File: config.mk
export PLATFORM = sky130hd
export DESIGN_NAME = regfile_wb_writer_flat
export DESIGN_NICKNAME = d
export VERILOG_FILES = /design/src/rtl/regfile_wb_writer_if.sv /design/src/rtl/regfile_wb_writer.sv /design/src/flat_wrapper.sv
export SDC_FILE = /design/constraint.sdc
export NUM_CORES = 1
export LEC_CHECK = 0
export CAP_MARGIN = 0
export CORE_ASPECT_RATIO = 0.9
export CORE_UTILIZATION = 48
export CTS_CLUSTER_DIAMETER = 200
export DETAILED_ROUTE_END_ITERATION = 16
export GPL_TIMING_DRIVEN = 0
export PLACE_DENSITY = 0.78
export SYNTH_ARGS = -nofsm -noshare
export SYNTH_HDL_FRONTEND = slang
export SYNTH_SLANG_ARGS = --single-unit
File: constraint.sdc
create_clock -name in_clk -period 2.6 [get_ports in_clk]
set_input_delay 0.78 -clock in_clk [delete_from_list [all_inputs] [get_ports in_clk]]
set_output_delay 0.78 -clock in_clk [all_outputs]
set_load 0.02 [all_outputs]
File: src/rtl/regfile_wb_writer_if.sv
// Aux (mul/div) result handshake into the register-file writeback merger.
// The source drives valid/addr/data and holds them while out_aux_ready is low.
interface regfile_wb_writer_if;
   logic        in_aux_valid;
   logic [4:0]  in_aux_addr;
   logic [31:0] in_aux_data;
   logic        out_aux_ready;

   modport master (output in_aux_valid, in_aux_addr, in_aux_data, input out_aux_ready);
   modport slave  (input in_aux_valid, in_aux_addr, in_aux_data, output out_aux_ready);
endinterface

File: src/rtl/regfile_wb_writer.sv
// Register-file write port merger: pipeline WB wins, aux results queue in a FIFO.
// Optional WB_STATS_EN adds saturating issued-aux-write and squashed-entry counters.
module regfile_wb_writer #(
   parameter int DEPTH      = 4,
   parameter int STARVE_MAX = 8
) (
   input  logic               in_clk,
   input  logic               in_rst_n,
   regfile_wb_writer_if.slave aux,
   input  logic               in_pipe_wena,
   input  logic [4:0]         in_pipe_addr,
   input  logic [31:0]        in_pipe_data,
   output logic               out_rd_wena,
   output logic [4:0]         out_rd_addr,
   output logic [31:0]        out_rd_data,
   output logic [31:0]        out_pending_mask,
   output logic               out_pipe_stall,
   output logic               out_waw_squash
`ifdef WB_STATS_EN
   ,
   output logic [31:0]        out_aux_wr_cnt,
   output logic [31:0]        out_squash_cnt
`endif
);
   localparam int AW = $clog2(DEPTH);
   localparam int CW = $clog2(STARVE_MAX + 1);
   localparam logic [CW-1:0] STARVE_TC = CW'(STARVE_MAX);

   logic [4:0]       ent_addr [DEPTH];
   logic [31:0]      ent_data [DEPTH];
   logic [DEPTH-1:0] ent_vld;
   logic [AW:0]      wr_ptr;
   logic [AW:0]      rd_ptr;
   logic [CW-1:0]    starve_cnt;
   logic             ready_en;

   logic [AW-1:0]    wr_idx;
   logic [AW-1:0]    rd_idx;
   logic             empty;
   logic             full;
   logic             push;
   logic             pop;
   logic             head_live;
   logic             head_issue;
   logic             pipe_issue;
   logic [DEPTH-1:0] squash_hit;

   assign wr_idx     = wr_ptr[AW-1:0];
   assign rd_idx     = rd_ptr[AW-1:0];
   assign empty      = (wr_ptr == rd_ptr);
   assign full       = (wr_ptr[AW] != rd_ptr[AW]) && (wr_idx == rd_idx);
   assign aux.out_aux_ready = ready_en && !full;

   assign push       = aux.in_aux_valid && aux.out_aux_ready && (aux.in_aux_addr != 5'd0);
   assign pipe_issue = in_pipe_wena && (in_pipe_addr != 5'd0);
   assign head_live  = !empty && ent_vld[rd_idx];
   assign head_issue = head_live && !pipe_issue;
   // A squashed head leaves even under a pipe write so it can never clog the queue.
   assign pop        = !empty && (!pipe_issue || !ent_vld[rd_idx]);
   assign out_pipe_stall = (starve_cnt == STARVE_TC);

   always_comb begin
      squash_hit       = '0;
      out_pending_mask = '0;
      for (int i = 0; i < DEPTH; i++) begin
         if (ent_vld[i]) begin
            out_pending_mask[ent_addr[i]] = 1'b1;
            if (pipe_issue && (ent_addr[i] == in_pipe_addr))
               squash_hit[i] = 1'b1;
         end
      end
   end

   always_ff @(posedge in_clk) begin
      if (push) begin
         ent_addr[wr_idx] <= aux.in_aux_addr;
         ent_data[wr_idx] <= aux.in_aux_data;
      end
   end

   always_ff @(posedge in_clk or negedge in_rst_n) begin
      if (!in_rst_n) begin
         wr_ptr         <= '0;
         rd_ptr         <= '0;
         ent_vld        <= '0;
         ready_en       <= 1'b0;
         starve_cnt     <= '0;
         out_waw_squash <= 1'b0;
         out_rd_wena    <= 1'b0;
         out_rd_addr    <= '0;
         out_rd_data    <= '0;
      end else begin
         ready_en <= 1'b1;
         if (push) wr_ptr <= wr_ptr + 1'b1;
         if (pop)  rd_ptr <= rd_ptr + 1'b1;

         ent_vld <= ent_vld & ~squash_hit;
         if (pop)  ent_vld[rd_idx] <= 1'b0;
         if (push) ent_vld[wr_idx] <= 1'b1;

         if (empty || pop || out_pipe_stall)
            starve_cnt <= '0;
         else if (head_live && pipe_issue)
            starve_cnt <= starve_cnt + 1'b1;

         if (|squash_hit) out_waw_squash <= 1'b1;

         if (pipe_issue) begin
            out_rd_wena <= 1'b1;
            out_rd_addr <= in_pipe_addr;
            out_rd_data <= in_pipe_data;
         end else if (head_issue) begin
            out_rd_wena <= 1'b1;
            out_rd_addr <= ent_addr[rd_idx];
            out_rd_data <= ent_data[rd_idx];
         end else begin
            out_rd_wena <= 1'b0;
            out_rd_addr <= '0;
            out_rd_data <= '0;
         end
      end
   end

`ifdef WB_STATS_EN
   localparam int SW = AW + 1;
   logic [SW-1:0] squash_n;
   logic [32:0]   aux_sum;
   logic [32:0]   sq_sum;

   always_comb begin
      squash_n = '0;
      for (int i = 0; i < DEPTH; i++)
         squash_n = squash_n + SW'(squash_hit[i]);
   end

   assign aux_sum = {1'b0, out_aux_wr_cnt} + 33'(head_issue);
   assign sq_sum  = {1'b0, out_squash_cnt} + 33'(squash_n);

   always_ff @(posedge in_clk or negedge in_rst_n) begin
      if (!in_rst_n) begin
         out_aux_wr_cnt <= '0;
         out_squash_cnt <= '0;
      end else begin
         out_aux_wr_cnt <= aux_sum[32] ? 32'hFFFF_FFFF : aux_sum[31:0];
         out_squash_cnt <= sq_sum[32]  ? 32'hFFFF_FFFF : sq_sum[31:0];
      end
   end
`endif
endmodule

File: src/flat_wrapper.sv
// flat-port wrapper written by rule: the top's interface ports become plain ports
module regfile_wb_writer_flat 
#(
   parameter int DEPTH      = 4,
   parameter int STARVE_MAX = 8
)
  (in_clk, in_rst_n, in_pipe_wena, in_pipe_addr, in_pipe_data, out_rd_wena, out_rd_addr, out_rd_data, out_pending_mask, out_pipe_stall, out_waw_squash, aux_in_aux_valid, aux_in_aux_addr, aux_in_aux_data, aux_out_aux_ready);
  regfile_wb_writer_if aux_i ();
  input  logic in_clk;
  input  logic in_rst_n;
  input  logic in_pipe_wena;
  input  logic [4:0] in_pipe_addr;
  input  logic [31:0] in_pipe_data;
  output logic out_rd_wena;
  output logic [4:0] out_rd_addr;
  output logic [31:0] out_rd_data;
  output logic [31:0] out_pending_mask;
  output logic out_pipe_stall;
  output logic out_waw_squash;
  input wire logic [$bits(aux_i.in_aux_valid)-1:0] aux_in_aux_valid;
  input wire logic [$bits(aux_i.in_aux_addr)-1:0] aux_in_aux_addr;
  input wire logic [$bits(aux_i.in_aux_data)-1:0] aux_in_aux_data;
  output wire logic [$bits(aux_i.out_aux_ready)-1:0] aux_out_aux_ready;
  assign aux_i.in_aux_valid = aux_in_aux_valid;
  assign aux_i.in_aux_addr = aux_in_aux_addr;
  assign aux_i.in_aux_data = aux_in_aux_data;
  assign aux_out_aux_ready = aux_i.out_aux_ready;
  regfile_wb_writer #(.DEPTH(DEPTH), .STARVE_MAX(STARVE_MAX)) u_core (.in_clk(in_clk), .in_rst_n(in_rst_n), .aux(aux_i), .in_pipe_wena(in_pipe_wena), .in_pipe_addr(in_pipe_addr), .in_pipe_data(in_pipe_data), .out_rd_wena(out_rd_wena), .out_rd_addr(out_rd_addr), .out_rd_data(out_rd_data), .out_pending_mask(out_pending_mask), .out_pipe_stall(out_pipe_stall), .out_waw_squash(out_waw_squash));
endmodule
==> impl_metrics.csv, run 1 <==
group,metric,value,unit
status,status,"finished, violations left",
status,violations,"setup timing",
timing,skew,0.00971,ns
timing,max_slew_margin,38.4,%
setup_path,rr_startpoint,"u_core.rd_ptr[1]",
cells_and_area,final_area,0.0124,sq mm
global_route,grt_max_degree,40,
setup_path,cp_slowest_cell,"edfxtp_1",
clocking,cts_num_sinks,202,
detailed_routing,vias_per_cell,6.06,
setup_path,path_buf_inv,2,
power_and_ir_drop,finalPower,0.0106,W
floorplan,coreArea,0.0179,sq mm
power_and_ir_drop,peakVddDrop,0.701,mV
timing,holdWs,0.360,ns
timing,rsz0062_at_grt,"yes",
floorplan,die_h,131,um
yosys,ys.flop_type,"edfxtp_1",
detailed_routing,drt_iter0_drc,639,
floorplan,die_w,145,um
placed_design,dpl_worst_slack,-0.755,ns
setup_path,crit_top_cell,"buf_4",
floorplan,boundaryPins,151,
yosys,synth_top_area_share,50.0,%
clocking,cts_made_buffers,21,
job,cap_violations,0,
detailed_routing,drt_pass1_iterations,5,
clocking,path_clk_slew,0.06,ns
timing,fmax,347,MHz
clocking,clockBufferDepth,3,
detailed_routing,antenna_left,0,
cells_and_area,syn_to_final_growth,39.3,%
yosys,syn-cell-area,0.00889,sq mm
setup_path,crit_fanout,5,
setup_path,critPathKind,"reg -> out",
setup_path,worstPathRequired,1.82,ns
clocking,cts_tree,"yes",
placed_design,placed_area,0.0107,sq mm
cells_and_area,fill_cells,1165,
power_and_ir_drop,p_sw,0.00338,W
cells_and_area,antenna_cells,0,
timing,setup-violations-final,31,
timing,max_slew.worst_pin.slew,0.925,ns
timing,period_needed,2.88,ns
global_route,grt_pass1_vias,6770,
yosys,synth_seq_cells,202,
yosys,async_reset_ff_share,26.7,%
setup_path,cp.arrival,2.10,ns
yosys,yosysWarnings,0,
power_and_ir_drop,p_leak,4.56,nW
setup_path,crit-reg2reg-capture,"u_core.rd_ptr[1]",
timing,worst_slack,-0.284,ns
hold_path,hp-class,"in -> async",
global_route,globalRouteOverflowTotal,0,
setup_path,critPathLaunchType,"flip-flop",
timing,tns,-5.39,ns
setup_path,crit_chain,"buf_4 -> or3b_4 -> o221ai_1 -> buf_4",
power_and_ir_drop,p_comb_share,34.2,%
yosys,synth_top_area_cell,"edfxtp_1",
clocking,clk-insertion-delay-late,0.49,ns
global_route,grt_first_pass_wirelength,37800,um
floorplan,rows,46,
detailed_routing,vias,6446,
clocking,htree_levels,1,
placed_design,routabilityCongestion,0.920,
placed_design,place_hpwl,15200,um
setup_path,r2r_cells,6,
yosys,yosysUniqueCellTypes,50,
clocking,clockRootBuffer,"clkbuf_16",
timing,fin_crit_sh,111,%
floorplan,start_util,49.7,%
power_and_ir_drop,power_frac_clock,25.5,%
power_and_ir_drop,powerDensity,858,mW/mm^2
detailed_routing,wl_per_cell,23.8,um
yosys,synth_area_leaders,"edfxtp_1 (50%), dfrtp_1 (15%), mux4_2 (9.6%)",
cells_and_area,nets,897,
global_route,grt_antenna_before_repair,2,
detailed_routing,drc_errors,0,
clocking,cts_hold_buffers,0,
power_and_ir_drop,p_seq_share,40.3,%
yosys,seq_area_frac_synth,65.2,%
timing,drv_slew,0,
yosys,yosysMostFrequentCell,"edfxtp_1",
power_and_ir_drop,internal_power,0.00724,W
floorplan,die_area,0.0191,sq mm
placed_design,port-buffer-count,145,
yosys,synthTopCellsByCount,"edfxtp_1 (148), dfrtp_1 (54), mux4_2 (38)",
yosys,synth_edf_count,148,
setup_path,worst_setup_path_end_kind,"primary output",
global_route,grt_usage,26.3,%
setup_path,rrSetupSlack,0.15,ns
yosys,synth_area_per_cell,15.9,sq um
setup_path,slowest_delay,0.52,ns
power_and_ir_drop,sw_frac_of_total,31.9,%
cells_and_area,drive_gt1_share,35.3,%
timing,hold_viol,0,
detailed_routing,drt-total-wl,25300,um
yosys,syn_inst,558,
setup_path,path_delay_family,"flip-flops",
yosys,syn_nets,646,
[layout by cell type (no fill, tap or decap), drive strengths merged, types with 10 or more instances in the layout]
cell / netlist / layout
buf: 14 / 150
edfxtp: 148 / 148
clkdlybuf4s50: 0 / 110
dfrtp: 54 / 54
mux4: 38 / 38
a22o: 37 / 37
clkbuf: 27 / 34
xnor2: 22 / 22
nor2: 22 / 22
nand2: 16 / 16
a221o: 15 / 15
inv: 14 / 15
o22ai: 15 / 15
o221ai: 13 / 13
nand3b: 11 / 11
nor3b: 11 / 11
ha: 10 / 10
nand3: 10 / 10
a22oi: 10 / 10
clkinv: 0 / 10
[per-layer routing]
metal,track usage (%),wire [um]
met2,45.4,12500
met3,5.88,2390
met5,0,11
met1,32.4,9570
met4,11.1,818
[cells by family after synthesis]
group / after synthesis / synth area share [%]
buffers and inverters: 55 / 2.86
other: 1 / 0.0422
flip-flops: 202 / 65.2
adder cells (fa/ha/maj): 10 / 1.41
AO/OA/AOI/OAI: 119 / 11.0
AND/OR/NAND/NOR: 102 / 6.73
XOR/XNOR: 30 / 2.96
multiplexers: 39 / 9.76
[sequential cells by signal, summed over array words and instances, names as in the netlist]
signal	count
u_core.ent_data	128
u_core.ent_vld	4
u_core.out_waw_squash	1
u_core.ent_addr	20
u_core.out_rd_data	32
u_core.wr_ptr	3
u_core.ready_en	1
u_core.rd_ptr	3
u_core.out_rd_addr	5
u_core.starve_cnt	4
u_core.out_rd_wena	1
[area by class of cell]
type / instances / area (sq um) / area share (%)
plain buffers: 21 / 126 / 1.02
clock buffers: 26 / 554 / 4.48
clock inverters: 12 / 66.3 / 0.535
inverters: 14 / 52.6 / 0.424
multi-input cells: 301 / 3210 / 25.9
flip-flops and latches: 202 / 5800 / 46.8
well taps: 240 / 300 / 2.42
repair buffers: 248 / 2270 / 18.4
[power by group through the flow]
stage | clock network (W) | registers [W] | logic [W]
4_1_cts | 0.00275 | 0.00428 | 0.00350
6_report | 0.00271 | 0.00428 | 0.00363
5_1_grt | 0.00288 | 0.00432 | 0.00384
3_3_place_gp | 0 | 0.00424 | 0.00319
2_1_floorplan | 0 | 0.00439 | 0.00195
3_5_place_dp | 0 | 0.00426 | 0.00327
[per-stage QoR]
step                instances  util (%)
floorplan                 558         -
global placement          943      59.5
detailed placement        944      59.6
CTS                      1042      67.4
global route             1064      69.2
finish                   1064      69.2
[what timing repair did]
item                                    4_1_cts  5_1_grt
endpoints found under the setup margin      195       33
gates resized for setup                     244       41
pin swaps                                    14       10
buffers inserted                             80       22
[worst max-delay path by stage]
stage                     startpoint                     end  cells past startpoint
6_report       u_core.ent_addr[2][2]    out_pending_mask[19]                      4
4_1_cts        u_core.ent_addr[2][2]    out_pending_mask[18]                      5
5_1_grt        u_core.ent_addr[2][2]    out_pending_mask[16]                      5
3_5_place_dp   u_core.ent_addr[0][1]     out_pending_mask[8]                      4
2_1_floorplan        in_pipe_addr[2]        u_core.rd_ptr[1]                      5
3_3_place_gp                in_rst_n  u_core.out_rd_data[17]                      1
Power figures use the tool's default switching activity.
==> run 2: changes to the inputs <==
CORE_UTILIZATION = 40   (was 48)
PLACE_DENSITY = 0.67   (was 0.78)
==> run 2 against run 1 <==
Compared with the run above:
- the run still ends with setup timing left
- power increased by 0.11%
- critical path depth up 1
- flip-flop and latch count stayed put
- combinational power fell by 1%
- cell count is 3.6% higher
- register-to-register slack better by 0.04 ns
- highest routed layer is now met4
- sequential power is essentially flat
- non-clock buffer count shrank 13
- via count shrank 3.6%
- core utilization decreased by 12 points
- die area is 20% higher
==> impl_metrics.csv, run 2 (same netlist as run 1, synthesis figures left out) <==
group,metric,value,unit
timing,worst_slack,-0.199,ns
cells_and_area,nets,884,
power_and_ir_drop,p_leak,4.53,nW
global_route,grt_usage,21.8,%
setup_path,crit_start,"u_core.ent_addr[2][2]",
timing,drv_slew,0,
floorplan,boundaryPins,151,
job,cap_violations,0,
cells_and_area,fill_cells,1723,
global_route,grt_pass1_vias,6355,
clocking,path_clk_slew,0.06,ns
detailed_routing,wl_per_cell,22.7,um
timing,setup-violations-final,32,
cells_and_area,largestRegisters,"u_core.ent_data: 128 flops, u_core.out_rd_data: 32 flops, u_core.ent_addr: 20 flops",
floorplan,die_h,143,um
global_route,grt_antenna_before_repair,0,
global_route,globalRouteOverflowTotal,0,
clocking,clockRootBuffer,"clkbuf_16",
timing,skew,0.0159,ns
setup_path,crit_fanout,4,
clocking,clk-insertion-delay-late,0.49,ns
floorplan,rows,51,
setup_path,cp.arrival,2.02,ns
cells_and_area,largest_reg_flops,128,
status,violations,"setup timing",
setup_path,critPathKind,"reg -> out",
status,status,"finished, violations left",
power_and_ir_drop,peakVddDrop,0.640,mV
floorplan,coreArea,0.0217,sq mm
cells_and_area,drive_gt1_share,35.5,%
clocking,clockBufferDepth,3,
power_and_ir_drop,powerDensity,850,mW/mm^2
global_route,grt_first_pass_wirelength,37600,um
timing,period_needed,2.80,ns
timing,hold_viol,0,
clocking,htree_levels,1,
setup_path,critPathLaunchType,"flip-flop",
timing,max_slew_margin,33.3,%
floorplan,die_w,159,um
hold_path,hp-class,"in -> async",
floorplan,start_util,41.0,%
detailed_routing,drt_pass1_iterations,5,
detailed_routing,drt-total-wl,25000,um
detailed_routing,antenna_left,0,
setup_path,worst_setup_path_end_kind,"primary output",
cells_and_area,antenna_cells,0,
timing,holdWs,0.297,ns
timing,fin_crit_sh,108,%
timing,rsz0062_at_grt,"yes",
cells_and_area,final_common_cell,"edfxtp_1",
timing,max_slew.worst_pin.slew,1.00,ns
detailed_routing,vias,6213,
timing,tns,-3.66,ns
cells_and_area,syn_to_final_growth,40.8,%
detailed_routing,vias_per_cell,5.64,
cells_and_area,final_cell_mix,"edfxtp_1 (148), clkdlybuf4s50_1 (110), buf_4 (70), buf_6 (56), dfrtp_1 (51)",
placed_design,routabilityCongestion,0.905,
detailed_routing,drc_errors,0,
clocking,cts_made_buffers,21,
timing,fmax,357,MHz
cells_and_area,largest_register,"u_core.ent_data",
setup_path,rr_startpoint,"u_core.rd_ptr[1]",
global_route,grt_max_degree,40,
detailed_routing,drt_iter0_drc,402,
placed_design,place_hpwl,15300,um
placed_design,port-buffer-count,145,
setup_path,worstPathRequired,1.82,ns
clocking,cts_tree,"yes",
cells_and_area,final_util,57.7,%
floorplan,die_area,0.0228,sq mm
clocking,cts_num_sinks,202,
run 2: repair_timing:
action | CTS | global route
setup buffers | 77 | 13
resized for setup | 270 | 56
endpoints found under the setup margin | 204 | 34
pin swaps | 17 | 26
endpoints found under the hold margin | 0 | 0
hold buffers | 0 | 0
run 2: worst max-delay path, stage by stage, from the launching register on:
cell and delay, ns:
edfxtp_1 0.45, buf_6 0.16, or3_4 0.42, o22ai_2 0.18
a221o_1 0.20, buf_6 0.14
run 2: cell type report:
type / count / area (sq um) / share of cell area [%]
Multi-Input combinational cell: 301 / 3290 / 26.3
Tap cell: 291 / 364 / 2.91
Timing Repair Buffer: 235 / 2240 / 17.9
Clock inverter: 8 / 43.8 / 0.350
Sequential cell: 202 / 5800 / 46.3
Buffer: 21 / 128 / 1.02
Clock buffer: 30 / 599 / 4.79
Inverter: 14 / 52.6 / 0.420
run 2: metrics by stage:
step / setup slack [ns] / instances / cell area [sq um] / power [W]
2_1_floorplan: 0.227 / 558 / 8890 / 0.00634
3_3_place_gp: -1.23 / 994 / 10700 / 0.00752
3_5_place_dp: -0.822 / 995 / 10700 / 0.00757
4_1_cts: -0.155 / 1090 / 12200 / 0.0106
5_1_grt: -0.248 / 1102 / 12500 / 0.0111
6_report: -0.199 / 1102 / 12500 / 0.0106
run 2: per-layer routing:
metal  GRT usage [%]  wire, um  vias up
li1                -         -     2712
met1            29.3     10500     3156
met2            36.7     12100      302
met3            4.18      1850       43
met4            5.36       467        0
met5               0         0        -
run 2: final timing paths:
kind                       depth (start not counted)  slack (ns)                endpoint
setup / recovery                                   5       -0.20     out_pending_mask[2]
hold / removal                                     1        0.30  u_core.out_rd_data[13]
setup reg to reg                                   4        0.19  u_core.out_rd_data[21]
hold reg to reg                                    1        0.50    u_core.starve_cnt[0]
max in group asynchronous                          2        1.66        u_core.rd_ptr[1]
min in group in_clk                                1        0.50    u_core.starve_cnt[0]
run 2: power breakdown:
group          switching, W  internal, W  leakage (nW)  total (W)
Clock               0.00116      0.00161         0.319    0.00277
Combinational       0.00188      0.00170          2.19    0.00358
Sequential         0.000290      0.00400          2.02    0.00429
Total               0.00333      0.00730          4.53     0.0106
